## config.mk

```make
export PLATFORM = sky130hd
export DESIGN_NAME = mul_div_seq
export DESIGN_NICKNAME = d
export VERILOG_FILES = /design/src/rtl/mul_div_seq.sv
export SDC_FILE = /design/constraint.sdc
export NUM_CORES = 1
export LEC_CHECK = 0
export CELL_PAD_IN_SITES_DETAIL_PLACEMENT = 1
export CELL_PAD_IN_SITES_GLOBAL_PLACEMENT = 2
export CORE_MARGIN = 1
export CORE_UTILIZATION = 35
export CTS_CLUSTER_DIAMETER = 80
export DETAILED_ROUTE_END_ITERATION = 8
export PLACE_DENSITY_LB_ADDON = 0.1
export SLEW_MARGIN = 5
export SYNTH_ARGS = -nofsm -noshare
export SYNTH_HDL_FRONTEND = slang
export SYNTH_SLANG_ARGS = --single-unit
```

## constraint.sdc

```tcl
create_clock -name clk -period 6.1 [get_ports clk]
set_input_delay 1.525 -clock clk [delete_from_list [all_inputs] [get_ports clk]]
set_output_delay 1.525 -clock clk [all_outputs]
set_load 0.05 [all_outputs]
```

## src/rtl/mul_div_seq.sv

```systemverilog
// Iterative RV32M multiply/divide unit: one-bit-per-cycle shift-add multiply and restoring divide.
// Operands are converted to magnitudes at acceptance; the sign fix-up lands with the last iteration.
module mul_div_seq #(
  parameter int unsigned XLEN      = 32,
  parameter int unsigned ZERO_SKIP = 1
) (
  input  logic            clk,
  input  logic            rst,
  input  logic            start,
  input  logic [2:0]      f3,
  input  logic [XLEN-1:0] srcA,
  input  logic [XLEN-1:0] srcB,
  output logic            busy,
  output logic            done,
  output logic [XLEN-1:0] result
);

  localparam int unsigned     CntW    = $clog2(XLEN) + 1;
  localparam logic [CntW-1:0] LastCnt = CntW'(XLEN - 1);

  typedef enum logic [1:0] {StIdle, StMul, StDiv, StDone} state_e;

  state_e state_q, state_d;

  logic [CntW-1:0] cnt_q;
  logic [XLEN-1:0] acc_q;
  logic [XLEN-1:0] lo_q;
  logic [XLEN-1:0] op_q;
  logic [XLEN-1:0] a_q;
  logic [XLEN-1:0] result_q;
  logic [1:0]      fn_q;
  logic            neg_q;
  logic            rneg_q;
  logic            bz_q;

  logic            accept;
  logic            last;
  logic            a_signed;
  logic            b_signed;
  logic            a_neg;
  logic            b_neg;
  logic            b_zero;
  logic            skip;
  logic [XLEN-1:0] a_mag;
  logic [XLEN-1:0] b_mag;

  logic [XLEN:0]     mul_sum;
  logic [XLEN-1:0]   mul_hi;
  logic [XLEN-1:0]   mul_lo;
  logic [2*XLEN-1:0] prod;
  logic [2*XLEN-1:0] prod_fix;
  logic [XLEN-1:0]   mul_res;
  logic [XLEN:0]     div_shift;
  logic [XLEN+1:0]   div_diff;
  logic              div_ge;
  logic [XLEN-1:0]   div_rem;
  logic [XLEN-1:0]   div_quo;
  logic [XLEN-1:0]   quo_fix;
  logic [XLEN-1:0]   rem_fix;
  logic [XLEN-1:0]   div_res;
  logic              unused_diff;

  // Operand decode at acceptance
  always_comb begin
    a_signed = 1'b1;
    b_signed = 1'b1;
    case (f3)
      3'b010:                 b_signed = 1'b0;
      3'b011, 3'b101, 3'b111: begin
        a_signed = 1'b0;
        b_signed = 1'b0;
      end
      default: ;
    endcase
  end

  assign accept = start && ((state_q == StIdle) || (state_q == StDone));
  assign last   = (cnt_q == LastCnt);
  assign a_neg  = a_signed && srcA[XLEN-1];
  assign b_neg  = b_signed && srcB[XLEN-1];
  assign a_mag  = a_neg ? -srcA : srcA;
  assign b_mag  = b_neg ? -srcB : srcB;
  assign b_zero = (srcB == '0);
  assign skip   = (ZERO_SKIP != 0) && f3[2] && b_zero;

  // Multiply step: {acc, lo} holds the partial product, multiplier bits shift out of lo
  always_comb begin
    mul_sum  = {1'b0, acc_q} + (lo_q[0] ? {1'b0, op_q} : '0);
    mul_hi   = mul_sum[XLEN:1];
    mul_lo   = {mul_sum[0], lo_q[XLEN-1:1]};
    prod     = {mul_hi, mul_lo};
    prod_fix = neg_q ? -prod : prod;
    mul_res  = (fn_q == 2'b00) ? prod_fix[XLEN-1:0] : prod_fix[2*XLEN-1:XLEN];
  end

  // Restoring divide step: acc is the partial remainder, quotient bits shift into lo
  always_comb begin
    div_shift   = {acc_q, lo_q[XLEN-1]};
    div_diff    = {1'b0, div_shift} - {2'b00, op_q};
    div_ge      = ~div_diff[XLEN+1];
    div_rem     = div_ge ? div_diff[XLEN-1:0] : div_shift[XLEN-1:0];
    div_quo     = {lo_q[XLEN-2:0], div_ge};
    quo_fix     = neg_q ? -div_quo : div_quo;
    rem_fix     = rneg_q ? -div_rem : div_rem;
    div_res     = bz_q ? (fn_q[1] ? a_q : '1) : (fn_q[1] ? rem_fix : quo_fix);
    unused_diff = div_diff[XLEN];
  end

  always_ff @(posedge clk) begin
    if (rst) begin
      state_q <= StIdle;
    end else begin
      state_q <= state_d;
    end
  end

  always_comb begin
    state_d = state_q;
    unique case (state_q)
      StIdle, StDone: begin
        if (start) begin
          if (skip) begin
            state_d = StDone;
          end else begin
            state_d = f3[2] ? StDiv : StMul;
          end
        end else begin
          state_d = StIdle;
        end
      end
      StMul, StDiv: begin
        if (last) begin
          state_d = StDone;
        end
      end
      default: state_d = StIdle;
    endcase
  end

  always_comb begin
    busy   = (state_q == StMul) || (state_q == StDiv);
    done   = (state_q == StDone);
    result = result_q;
  end

  always_ff @(posedge clk) begin
    if (rst) begin
      cnt_q    <= '0;
      acc_q    <= '0;
      lo_q     <= '0;
      op_q     <= '0;
      a_q      <= '0;
      fn_q     <= '0;
      neg_q    <= 1'b0;
      rneg_q   <= 1'b0;
      bz_q     <= 1'b0;
      result_q <= '0;
    end else if (accept) begin
      cnt_q  <= '0;
      acc_q  <= '0;
      lo_q   <= f3[2] ? a_mag : b_mag;
      op_q   <= f3[2] ? b_mag : a_mag;
      a_q    <= srcA;
      fn_q   <= f3[1:0];
      neg_q  <= a_neg ^ b_neg;
      rneg_q <= a_neg;
      bz_q   <= b_zero;
      if (skip) begin
        result_q <= f3[1] ? srcA : '1;
      end
    end else if (busy) begin
      // Counter returns to zero only alongside the exit to DONE
      cnt_q <= last ? '0 : cnt_q + 1'b1;
      if (state_q == StMul) begin
        acc_q <= mul_hi;
        lo_q  <= mul_lo;
        if (last) begin
          result_q <= mul_res;
        end
      end else begin
        acc_q <= div_rem;
        lo_q  <= div_quo;
        if (last) begin
          result_q <= div_res;
        end
      end
    end
  end

endmodule
```

==> parameters.txt, run 1 <==
Parameter                              Value

Route
  DRC violation count after routing    0
  Number of antenna-violating nets in the routed design    0
  Wire length reported by the detailed router    96560 um
  Detailed-route via count    21620
  Number of DRC markers after the initial detailed-route iteration    1853
  Routed wire length per instance    28.65 um
  Via density per instance    6.415
  Total iterations of the first detailed-routing run    6

Worst setup path
  Crit Path Max Fanout    20
  Depth of the worst register-to-register path    16
  Register-to-Register Setup Slack    0.82 ns
  Capturing point of the worst reg2reg path    result[31]
  Required @ worst endpoint    6.51 ns
  Kind of launch point of the worst setup path    register
  Crit Reg-Reg Startpoint    lo_q[0]
  Crit. End Element    register
  Arrival time worst endpoint    5.69 ns
  Critical path type    reg2reg

Synth
  Largest cells by area after synthesis    dfxtp_1 (19%), nand2_1 (7.0%), a21oi_1 (6.7%), nor2_1 (5.6%), a211oi_1 (5.3%)
  Area share of the largest cell type after synthesis    18.80%
  Count of state elements after synthesis    173
  Library cell with the largest summed area after synthesis    dfxtp_1
  Synth Instances    2692
  Synthesized net count    2836
  Proportion of register bits with asynchronous set or reset after synthesis    0%
  Share of synthesized area occupied by flip-flops and latches    18.80%
  Avg Inst Size Synth    6.842 um^2
  Post-Syn Area    18420 um^2
  Syn. warnings    0
  Distinct cell type count of the synthesized netlist    88
  Top_reg_cell synth    dfxtp_1
  Post-synth EDFFs    0

Floorplanning
  Die X-Extent    231.4 um
  Die Y    231.4 um
  Std-Cell Rows    83
  Number of top-level pins    104
  Core area    51610 um^2
  Effective utilization at floorplan    35.69%
  Die Area    53550 um^2

Status
  Status    completed

Clocking
  Number of clock buffers inserted by TritonCTS    17
  Hold bufs inserted after CTS    0
  # H-tree levels    4
  Buffer count from post-CTS setup fixing    0
  CTS tree    built
  Number of buffers between clock root and the deepest sink    2
  Number of cells upsized or downsized after cts    0
  CTS sink count    173
  Root Driver    clkbuf_16
  Clock network latency to the later pin of the worst-skew pair    0.51 ns
  Clk slew on worst S/H paths    0.08 ns

Global routing
  All-layer global routing usage    35.69%
  Number of global-route vias before repair    20980
  Maximum number of pins on one net before global-route repair    82
  Number of antenna violations at the first check in global routing    2
  Overflow after GRT    0
  First-pass GRT wire length    141200 um

Layout
  Share of post-route cells with drive strength above 1    6.025%
  Non-filler cells in the finished layout    3370
  Layout area overhead    12.23%
  Register Area    3466 um^2
  Net count reported at finish    2820
  Multi-input gate area in the final layout    13900 um^2
  Number of filler cells placed in the layout    6530

STA
  Total negative setup slack    0 ns
  Slew Limit Fails    0
  Remaining max-slew budget at the tightest pin    31.30%
  Final Critical Period    5.281 ns
  Hold WS    0.4547 ns
  Slew @ Worst Pin    1.028 ns
  Finish-stage setup viols    0
  Final period utilization    86.57%
  RSZ-0062 raised after global routing    false
  Achievable Freq    189.4 MHz
  Final Hold Viols    0
  Post-Route Skew    0.01532 ns

Min path
  Hold EP    op_q[7]
  Class of the most critical hold timing path    reg2reg
  Hold depth    2
  Worst Min Path Start    op_q[7]

Power and ir drop
  Post-layout power    15.29 mW
  Power per cell area    739.7 nW/um^2
  Worst ir drop on vdd    0.4483 mV
  Leakage    7.444 nW

Job
  Maxcap violations    0

Place
  Half-perimeter wire length of the detailed placement result    75610 um
  Placer Congestion    0.9877
  Count of buffers from port buffering    103
  Number of placed instances, taps included    3337
[worst max-delay path: stages (launching register included)]
cell,delay [ns]
dfxtp_1,0.37
clkinv_1,0.12
buf_4,0.26
buf_4,0.31
nor2_1,0.08
ha_1,0.47
nand2_1,0.12
nor2_1,0.16
or4b_1,0.50
a31oi_1,0.54
mux2i_1,0.30
nor2_1,0.14
or4_1,0.65
o41ai_1,0.56
xnor2_1,0.18
nand3_1,0.10
a311oi_1,0.30
[cell usage in the layout (no fill, tap or decap), types with 13 or more instances in the layout]
master           instances
nand2_1                342
nor2_1                 272
a21oi_1                245
dfxtp_1                171
o21ai_0                168
a211oi_1               129
clkdlybuf4s50_1        100
xnor2_1                 99
nor3_1                  88
xor2_1                  80
buf_4                   78
ha_1                    71
mux2i_1                 67
inv_1                   66
o211ai_1                61
nand3_1                 55
o31ai_1                 40
o21ai_1                 31
or3_1                   30
nor2b_1                 30
a31oi_1                 29
and2_1                  26
or4_1                   22
and3_1                  21
nand4_1                 21
nor4_1                  21
o21a_1                  18
o221ai_1                18
nand2b_1                18
clkbuf_16               17
a221oi_1                16
o41ai_1                 15
a21o_1                  13
[power by group]
| part | switching (mW) | leakage [nW] | total, mW | internal [mW] |
|---|---|---|---|---|
| combinational | 8.23 | 5.74 | 12.2 | 4.01 |
| clock | 0.619 | 0.285 | 1.17 | 0.556 |
| sequential | 0.476 | 1.41 | 1.88 | 1.41 |
[metal layers]
metal	wire length [um]	share of wire (%)	global-route usage [%]	vias to the layer above
met2	44170	46	57.27	767
li1	-	-	-	9840
met1	41830	43	46.23	10826
met4	5276	5.5	19.31	2
met5	15	0.016	0	-
met3	5269	5.5	4.626	185
[registers in the layout, summed over array words and instances, names as in the netlist]
| signal | cells |
|---|---|
| a_q | 32 |
| bz_q | 1 |
| lo_q | 32 |
| rneg_q | 1 |
| neg_q | 1 |
| acc_q | 32 |
| fn_q | 2 |
| cnt_q | 6 |
| op_q | 32 |
| result | 32 |
| state_q | 2 |
[Yosys cell counts (55+ instances only)]
| cell type | count |
|---|---|
| ha_1 | 72 |
| mux2i_1 | 67 |
| inv_1 | 68 |
| a211oi_1 | 129 |
| xnor2_1 | 99 |
| nor2_1 | 274 |
| o211ai_1 | 61 |
| nand3_1 | 55 |
| nor3_1 | 88 |
| o21ai_0 | 168 |
| dfxtp_1 | 173 |
| clkbuf_1 | 182 |
| a21oi_1 | 245 |
| nand2_1 | 344 |
| xor2_1 | 80 |
[worst max path at each step]
stage / from / endpoint / slack (ns) / cells after the start
after CTS: lo_q[0] / result[19] / 0.90 / 16
after global routing: lo_q[0] / result[30] / 0.40 / 17
after detailed placement: srcB[10] / result[28] / 0.61 / 15
final: lo_q[0] / result[31] / 0.82 / 16
after global placement: srcB[10] / result[28] / 0.70 / 15
after floorplan: acc_q[0] / result[24] / 1.28 / 20
[cells by family after synthesis]
| kind of cell | share of synthesized area, % |
|---|---|
| AOI/OAI and AO/OA | 31.60 |
| xor gates and xnor gates | 8.512 |
| adders and majority gates | 5.108 |
| buffers and inverters | 5.944 |
| DFF | 18.80 |
| muxes | 4.191 |
| and+or+nand+nor | 25.84 |
[final cells by class]
cell class | count | area share, %
antenna | 1 | 0.01211
clock inverter | 14 | 0.7081
inverter | 71 | 1.289
timing repair buffer | 180 | 7.723
clock buffer | 18 | 2.124
multi-input combinational | 2233 | 67.26
sequential | 173 | 16.77
tap | 680 | 4.116
[through the flow]
| stage | worst slack (ns) | instance area, um^2 | utilization (%) |
|---|---|---|---|
| floorplan | 1.283 | 18420 | - |
| detailed placement | 0.6134 | 20080 | 38.91 |
| global placement | 0.6977 | 20080 | 38.91 |
| global route | 0.4001 | 20670 | 40.05 |
| finish | 0.8191 | 20670 | 40.05 |
| CTS | 0.8983 | 20670 | 40.05 |
Power figures use the tool's default switching activity.
==> run 2: changes to the inputs <==
--- a/config.mk
+++ b/config.mk
@@ -8,10 +8,11 @@
 export CELL_PAD_IN_SITES_DETAIL_PLACEMENT = 1
 export CELL_PAD_IN_SITES_GLOBAL_PLACEMENT = 2
 export CORE_MARGIN = 1
-export CORE_UTILIZATION = 35
+export CORE_UTILIZATION = 38
 export CTS_CLUSTER_DIAMETER = 80
 export DETAILED_ROUTE_END_ITERATION = 8
 export PLACE_DENSITY_LB_ADDON = 0.1
+export REMOVE_ABC_BUFFERS = 1
 export SLEW_MARGIN = 5
 export SYNTH_ARGS = -nofsm -noshare
 export SYNTH_HDL_FRONTEND = slang
==> constraint.sdc (replaced) <==
create_clock -name clk -period 6.85 [get_ports clk]
set_input_delay 1.7125 -clock clk [delete_from_list [all_inputs] [get_ports clk]]
set_output_delay 1.7125 -clock clk [all_outputs]
set_load 0.05 [all_outputs]
==> run 2 against run 1 <==
Net effect: die area is 7.8% lower; first-iteration DRC count fell by 13%; final cell count fell by 2.9%; sequential cell count unchanged; sequential power fell by 9.6%; register-to-register slack improved by 0.31 ns; cell area is 1.2% lower; power down 15%; non-clock buffer count decreased by 34; via count shrank 2.7%; clock-buffer cell count rose by 1; largest cell class unchanged; largest power group unchanged.
==> parameters.txt, run 2 (same netlist as run 1, synthesis figures left out) <==
Parameter                              Value

Status
  Status    completed

Clocking
  Number of buffers between clock root and the deepest sink    2 (unchanged)
  Number of cells upsized or downsized after cts    0 (unchanged)
  # H-tree levels    4 (unchanged)
  Root Driver    clkbuf_16
  Buffer count from post-CTS setup fixing    0 (unchanged)
  CTS sink count    173 (unchanged)
  Number of clock buffers inserted by TritonCTS    17 (unchanged)
  Hold bufs inserted after CTS    0 (unchanged)
  CTS tree    built
  Clk slew on worst S/H paths    0.07 ns (about the same)
  Clock network latency to the later pin of the worst-skew pair    0.48 ns (-0.03 ns)

STA
  Final Hold Viols    0 (unchanged)
  Slew Limit Fails    0 (unchanged)
  Finish-stage setup viols    0 (unchanged)
  Final period utilization    84.22%
  Remaining max-slew budget at the tightest pin    13.20% (-18 points)
  Achievable Freq    173.3 MHz
  RSZ-0062 raised after global routing    false
  Post-Route Skew    0.01108 ns (-0.004237 ns)
  Hold WS    0.4531 ns (-0.001670 ns)
  Final Critical Period    5.769 ns
  Slew @ Worst Pin    1.297 ns (+0.2688 ns)

Worst setup path
  Critical path type    in2reg
  Worst setup startpoint    srcB[10]
  Capturing point of the worst reg2reg path    result[30]
  Crit Reg-Reg Startpoint    lo_q[1]
  Crit. End Element    register
  Arrival time worst endpoint    6.19 ns (+0.50 ns)
  Depth of the worst register-to-register path    14 (-2)
  Crit Path Max Fanout    30 (+50%)
  Register-to-Register Setup Slack    1.13 ns (+0.31 ns)
  Required @ worst endpoint    7.27 ns (+0.76 ns)
  Kind of launch point of the worst setup path    input pin

Layout
  Layout area overhead    10.88%
  Multi-input gate area in the final layout    13910 um^2 (about the same)
  Register Area    3466 um^2 (unchanged)
  Number of filler cells placed in the layout    6036 (-7.6%)
  Post-layout util    42.77% (+2.7 points)
  Most frequent cells in the layout    nand2_1 (342), nor2_1 (272), a21oi_1 (245), dfxtp_1 (171), o21ai_0 (168)
  Net count reported at finish    2786 (-1.2%)
  Most frequent standard cell in the layout excluding fill and tap cells    nand2_1
  Non-filler cells in the finished layout    3271 (-2.9%)
  Share of post-route cells with drive strength above 1    4.783% (-1.2 points)

Route
  Number of antenna-violating nets in the routed design    0 (unchanged)
  Total iterations of the first detailed-routing run    5 (-1)
  Number of DRC markers after the initial detailed-route iteration    1605 (-13%)
  Via density per instance    6.430 (+0.23%)
  DRC violation count after routing    0 (unchanged)
  Routed wire length per instance    26.01 um (-9.2%)
  Wire length reported by the detailed router    85070 um (-12%)
  Detailed-route via count    21033 (-2.7%)

Power and ir drop
  Leakage    7.300 nW (-1.9%)
  Clock share of power    8.8% (+1.1 points)
  Worst ir drop on vdd    0.3772 mV (-16%)
  Part of the total power dissipated in combinational logic    78.1% (-1.9 points)
  Internal power    5.263 mW (-12%)
  Proportion of power drawn by flip-flops and latches    13.1% (+0.8 points)
  Switching power share of the total    59.65% (-1.3 points)
  Power per cell area    638.7 nW/um^2 (-14%)
  Switching component of the power    7.781 mW (-17%)

Place
  Count of buffers from port buffering    103 (unchanged)
  Half-perimeter wire length of the detailed placement result    65780 um (-13%)
  Placer Congestion    0.9305 (-5.8%)
  Number of placed instances, taps included    3238 (-3.0%)

Global routing
  All-layer global routing usage    33.97% (-1.7 points)
  Overflow after GRT    0 (unchanged)
  Number of antenna violations at the first check in global routing    1 (-1)
  First-pass GRT wire length    128700 um (-8.8%)
  Maximum number of pins on one net before global-route repair    82 (unchanged)
  Number of global-route vias before repair    20498 (-2.3%)

Floorplanning
  Effective utilization at floorplan    38.58% (+2.9 points)
  Std-Cell Rows    80 (-3.6%)
  Core area    47750 um^2 (-7.5%)
  Die Y    222.2 um (-4.0%)
  Number of top-level pins    104 (unchanged)
  Die Area    49360 um^2 (-7.8%)
  Die X-Extent    222.2 um (-4.0%)

Min path
  Hold depth    2 (unchanged)
  Worst Min Path Start    a_q[24]
  Class of the most critical hold timing path    reg2reg
  Hold EP    a_q[24]

Job
  Maxcap violations    0 (unchanged)
[run 2: changes by cell type in the layout (fill, tap and decap cells not counted), sizes merged]
cell      before  now
buf           80   46
inv           76   69
bufinv         0    5
clkinvlp       1    5
clkinv         8    5
clkbuf        18   19
[run 2: final cells by class]
cell class	count	share of cell area (%)
antenna	1	0.01225
clock buffer	19	2.218
clock inverter	13	1.029
inverter	71	1.305
multi-input combinational	2233	68.13
sequential	173	16.97
tap	615	3.768
timing repair buffer	146	6.568
[run 2: how the worst max path moves through the flow]
stage                             to  slack, ns  cells past startpoint
after floorplan           result[26]      -1.71                     10
after global placement    result[26]       0.73                     13
after detailed placement  result[26]       0.61                     13
after CTS                 result[26]       1.10                     13
after global routing      result[20]       0.88                     13
final                     result[26]       1.08                     13
[run 2: per-layer routing]
layer | GRT usage, % | share of wire, % | vias up
li1 | - | - | 9768
met1 | 47.28 | 46 | 10429
met2 | 54.28 | 45 | 735
met3 | 4.254 | 6.1 | 101
met4 | 10.42 | 2.5 | 0
met5 | 0 | 0 | -
[run 2: per-stage QoR]
| stage | setup WS [ns] | area (um^2) | power, mW | setup TNS [ns] |
|---|---|---|---|---|
| finish | 1.081 | 20420 | 13.04 | 0 |
| CTS | 1.102 | 20420 | 12.80 | 0 |
| global route | 0.8805 | 20420 | 13.86 | 0 |
| floorplan | -1.712 | 17590 | 8.089 | -40.36 |
| global placement | 0.7323 | 19760 | 11.44 | 0 |
| detailed placement | 0.6110 | 19760 | 11.58 | 0 |
[run 2: power by group through the flow]
stage / clock, mW / sequential [mW] / combinational (mW)
CTS: 1.16 / 1.68 / 9.96
floorplan: 0 / 1.55 / 6.53
finish: 1.15 / 1.70 / 10.2
detailed placement: 0 / 1.70 / 9.88
global route: 1.20 / 1.73 / 10.9
global placement: 0 / 1.69 / 9.75
[run 2: critical path, cell delays in order]
cell and delay, ns:
clkdlybuf4s50_1 0.49, or4_1 0.59, nor2_1 0.25, nand4b_1 0.20, nor4_1 0.62, nor3b_1 0.66
a31oi_4 0.48, nor2_1 0.23, buf_4 0.26, o21ai_0 0.17, a211oi_1 0.25, a32oi_1 0.13
nand2_1 0.12
==> variant 1 (flow settings as in run 2) <==
Encoding of `state_e`: now Gray code (2 bits for 4 states).
--- a/src/rtl/mul_div_seq.sv
+++ b/src/rtl/mul_div_seq.sv
@@ -18,7 +18,7 @@
   localparam int unsigned     CntW    = $clog2(XLEN) + 1;
   localparam logic [CntW-1:0] LastCnt = CntW'(XLEN - 1);
 
-  typedef enum logic [1:0] {StIdle, StMul, StDiv, StDone} state_e;
+  typedef enum logic [1:0] {StIdle = 2'b00, StMul = 2'b01, StDiv = 2'b11, StDone = 2'b10} state_e;
 
   state_e state_q, state_d;
 
Function: no difference found for any inputs over 4 cycles, from zero or initial values and one cycle with rst high; so few cycles prove little.
==> variant 1 against run 2 <==
  * Routed wire length is 0.11% lower
  * Worst hold slack better by 1.8 ps
  * Sequential share of layout area grew 0.10 points
  * Sequential cell count is the same
  * Area after synthesis rose by 0.45%
  * Cell area shrank 0.42%
  * Clock skew about the same
  * Non-clock buffer count increased by 3
  * Critical path type is now reg -> reg
  * Die area grew 0.45%
  * Worst setup slack lost 79 ps
Power is left out: it rests on default switching activity, and per cell area and clock period it moved more than threefold.
==> variant 1: results (changes against run 2) <==
Status
  • Outcome: finished, final reports clean

Setup path
  • Worst reg2reg setup slack: 1000 ps (-130 ps)
  • Critical-path maximum fanout: 8 (-73%)
  • R2R Path End: result[20]
  • CP Class: reg -> reg
  • Worst setup path endpoint: result[20]
  • Worst R2R Path Depth: 18 (+4)
  • Reg-to-reg startpoint: acc_q[6]

GRT
  • GRT Total Usage: 33.91% (-0.066 points)
  • Met1 global-route usage: 48.13% (+0.85 points)
  • Initial antenna violation count: 2 (+1)
  • Vias in the first global route: 20.55k (+0.27%)
  • M2 GR Usage: 51.83% (-2.4 points)
  • Global-route wire length before repair: 128.9 mm (+0.13%)
  • Met3 GRT Util: 4.020% (-0.23 points)
  • Pin count of the biggest net entering global routing: 64 (-22%)

Placement
  • Dpl hpwl: 65.67 mm (-0.16%)
  • DP Worst Slack: 790.8 ps (+179.8 ps)
  • Final GP Congestion: 0.9226 (-0.85%)

Synthesis
  • Ranking of synthesized cells by area: dfxtp_1 19%, a21oi_1 6.7%, nand2_1 6.6%, nor2_1 5.9%, a211oi_1 5.0%
  • Sequential share of the synthesized area: 18.72% (-0.084 points)
  • Top cells by count, synth: 326 x nand2_1, 290 x nor2_1, 247 x a21oi_1
  • Synth cell types: 113 (+28%)

Layout
  • Fraction of layout cells with a size suffix above 1: 6.224% (+1.4 points)
  • N_diodes: 0 (-1)

Drt
  • Detailed router's first-iteration violation count: 1664 (+3.7%)
  • Via count: 20.64k (-1.9%)
  • DR WL/cell: 26.41 um (+1.5%)

Timing
  • Final period util: 85.37% (+1.1 points)
  • Fin Clk Skew: 11.41 ps (+0.3273 ps)

Min path
  • Hold Path Sink: op_q[11]
[variant 1: changes by cell type in the layout (fill, tap and decap cells not counted), sizes merged, moves of 12 or more]
cell and change:
a21o +12, nor2b -17, nor3 -12, o21ai -20, o211ai -16, o31ai -13
nand2 -17, xor2 +23, nand3 -12, a31oi +13, nor2 +16, mux2i +18
[variant 1: kinds of logic after synthesis]
family | after synthesis | share of synthesized area (%)
multiplexers | 89 | 4.923
AO/OA/AOI/OAI | 864 | 30.83
buffers and inverters | 278 | 6.614
XOR/XNOR | 195 | 9.312
flip-flops | 173 | 18.72
adder cells (fa/ha/maj) | 72 | 4.950
AND/OR/NAND/NOR | 961 | 24.65
[variant 1: layout make-up]
class	instances	share of cell area (%)
Multi-Input combinational cell	2181	68.09
Sequential cell	173	17.07
Timing Repair Buffer	149	6.731
Tap cell	615	3.784
Clock buffer	20	2.295
Inverter	68	1.255
Clock inverter	12	0.7752
[variant 1: through the flow]
stage | instances | cell area, um^2 | hold WS (ps)
5_1_grt | 3218 | 20340 | 464.3
4_1_cts | 3218 | 20340 | 455.4
3_3_place_gp | 3186 | 19710 | 439.5
6_report | 3218 | 20340 | 454.9
3_5_place_dp | 3186 | 19710 | 446.3
2_1_floorplan | 2422 | 17530 | 425.6
[variant 1: worst max-delay path, cell delays in order, from the launching register on]
cell      delay, ps
dfxtp_1         460
ha_1            340
and2_1          260
and3_1          270
o211a_1         180
o31ai_2         860
nand2_2         320
mux2i_1         350
ha_1            320
nand3b_1        170
or3_1           380
nor3_1          140
a41oi_1         110
a211oi_1        420
nand2b_1        230
or3_1           410
a31o_2          240
o221ai_1        190
nand2_1          80
[variant 1: per-layer routing]
layer	part of all wire, %	routed length, um
met5	0	0
met3	6.7	5652
met1	47	39710
met4	3.6	3069
met2	43	36550
==> variant 2 (flow settings as in run 2) <==
Made on the original files. Set the parameter `XLEN` to 16 (it was 32).
--- a/src/rtl/mul_div_seq.sv
+++ b/src/rtl/mul_div_seq.sv
@@ -1,7 +1,7 @@
 // Iterative RV32M multiply/divide unit: one-bit-per-cycle shift-add multiply and restoring divide.
 // Operands are converted to magnitudes at acceptance; the sign fix-up lands with the last iteration.
 module mul_div_seq #(
-  parameter int unsigned XLEN      = 32,
+  parameter int unsigned XLEN      = 16,
   parameter int unsigned ZERO_SKIP = 1
 ) (
   input  logic            clk,
Ports: changed (resized result, srcA and srcB); port bits go from 104 to 56. The function was not compared with the original's and may differ.
==> variant 2 against run 2 <==
  * Final cell count fell by 51%
  * Power fell by 60%
  * Routed wire length is 57% lower
  * Clock power is 55% lower
  * Area after synthesis down 51%
  * Clock skew rose by 17 ps
  * Sequential cell count decreased by 81
  * Cell area down 51%
  * Worst setup slack better by 930 ps
  * Combinational power shrank 62%
  * Sequential power is 49% lower
  * Critical endpoint is now result[8]
  * Utilization grew 0.20 points
==> variant 2: results (changes against run 2) <==
Status
  • Outcome: finished, final reports clean

Timing
  • Fin Clk Skew: 28.05 ps (+16.97 ps)
  • Minimum clock period: 4843 ps (-926.2 ps)
  • Fin Hold WS: 456.7 ps (+3.656 ps)
  • Max Clock Freq: 206.5 MHz (+19%)
  • Slew @ Worst Pin: 936.8 ps (-360.3 ps)

Power
  • Part of the power in registers: 16.4% (+3.3 points)
  • Maximum vdd drop: 0.0004057 V (+7.6%)
  • Comb pwr: 3.88 mW (-62%)
  • Sw Pwr: 2.959 mW (-62%)
  • Power Internal: 2.305 mW (-56%)

Drt
  • DR WL/cell: 22.93 um (-12%)
  • Routed vias/inst: 6.012 (-6.5%)
  • DR pass1 iterations: 7 (+2)
  • Detailed router's first-iteration violation count: 737 (-54%)
  • Via count: 9571 (-54%)

GRT
  • Global-route wire length before repair: 55.33 mm (-57%)
  • Vias in the first global route: 9232 (-55%)
  • GRT Total Usage: 30.03% (-3.9 points)
  • Pin count of the biggest net entering global routing: 75 (-8.5%)
  • Global route overflow: 0 (unchanged)

Setup path
  • Critical path's slowest cell: dfxtp_1
  • Critical-path maximum fanout: 31 (+3.3%)
  • Slowest Stage Delay on Critical Path: 570 ps (-90 ps)
  • CP Class: reg -> reg
  • Worst R2R Path Depth: 18 (+4)
  • CP top delay family: compound AO/OA/AOI/OAI gates
  • R2R Path End: result[8]
  • Worst reg2reg setup slack: 2010 ps (+880 ps)
  • Reg-to-reg startpoint: lo_q[15]
  • Worst setup path endpoint: result[8]
  • Worst Path Arrival: 5060 ps (-1130 ps)

Synthesis
  • Synthesized area per cell: 7.101 um^2 (+3.8%)
  • Sequential share of the synthesized area: 20.25% (+1.4 points)
  • Top cells by count, synth: 167 x nand2_1, 119 x nor2_1, 96 x a21oi_1
  • Synth cell types: 80 (-9.1%)
  • Ranking of synthesized cells by area: dfxtp_1 20%, nand2_1 6.9%, a211oi_1 5.6%, ha_1 5.5%, a21oi_1 5.3%

Placement
  • Dpl hpwl: 28.04 mm (-57%)
  • Final GP Congestion: 0.8693 (-6.6%)
  • IO buf count: 55 (-47%)
  • DP Worst Slack: 1825 ps (+1214 ps)
  • Post-Place Cells: 1576 (-51%)
  • DP Area: 0.009787 mm^2 (-50%)

Clock network
  • CTS Buf Count: 9 (-8)
  • CTS HTree Levels: 3 (-1)
  • Clk_lat worst skew: 370 ps (-110 ps)
  • Clk root buf: clkbuf_16

Layout
  • Layout Nets: 1348 (-52%)
  • Fraction of layout cells with a size suffix above 1: 4.713% (-0.070 points)
  • N_diodes: 0 (-1)
  • Area taken by multi-input logic gates: 0.006720 mm^2 (-52%)
  • Fillers: 2977 (-51%)

Min path
  • Hold Startpoint: result[0]
variant 2: changes by cell type after synthesis, moves of 77 or more:
cell / delta
nor2_1: -155
nand2_1: -177
a21oi_1: -149
dfxtp_1: -81
clkbuf_1: -111
o21ai_0: -77
variant 2: kinds of logic (layout without fill, tap and decap cells):
family	count (synthesis)	count (layout)	share of synthesized area, %
AND/OR/NAND/NOR	462	462	24.25
AO/OA/AOI/OAI	407	407	29.63
buffers and inverters	141	133	6.052
XOR/XNOR	94	94	9.051
flip-flops	92	92	20.25
multiplexers	43	43	4.828
adder cells (fa/ha/maj)	42	42	5.942
variant 2: per-layer routing:
layer	global-route usage [%]	share of wire, %	routed length [um]
met1	42.03	48	17700
met2	47.89	45	16490
met3	2.825	3.4	1237
met4	9.991	2.9	1066
met5	0	0.036	13
variant 2: worst min-delay path by stage:
stage | depth (start not counted) | to
floorplan | 2 | op_q[11]
global placement | 2 | op_q[11]
detailed placement | 2 | result[0]
CTS | 2 | result[0]
global route | 2 | op_q[4]
finish | 2 | result[0]
variant 2: final cells by class:
cell class / count / share of cell area, %
Clock inverter: 7 / 0.7319
Tap cell: 319 / 3.957
Timing Repair Buffer: 69 / 6.401
Inverter: 48 / 1.786
Multi-Input combinational cell: 1048 / 66.63
Clock buffer: 9 / 2.233
Sequential cell: 92 / 18.26
variant 2: worst reg2reg max path: stages (launching register included):
cell	delay, ps
dfxtp_1	570
inv_1	140
ha_1	260
nor2b_1	170
o2111a_1	290
o21ai_0	130
and3_1	220
a21oi_2	140
buf_4	370
mux2_2	410
inv_1	60
ha_1	210
nand2_1	70
nor4_1	540
nand3_1	180
o211ai_1	260
xor2_1	140
a2111oi_0	460
nor4_1	90
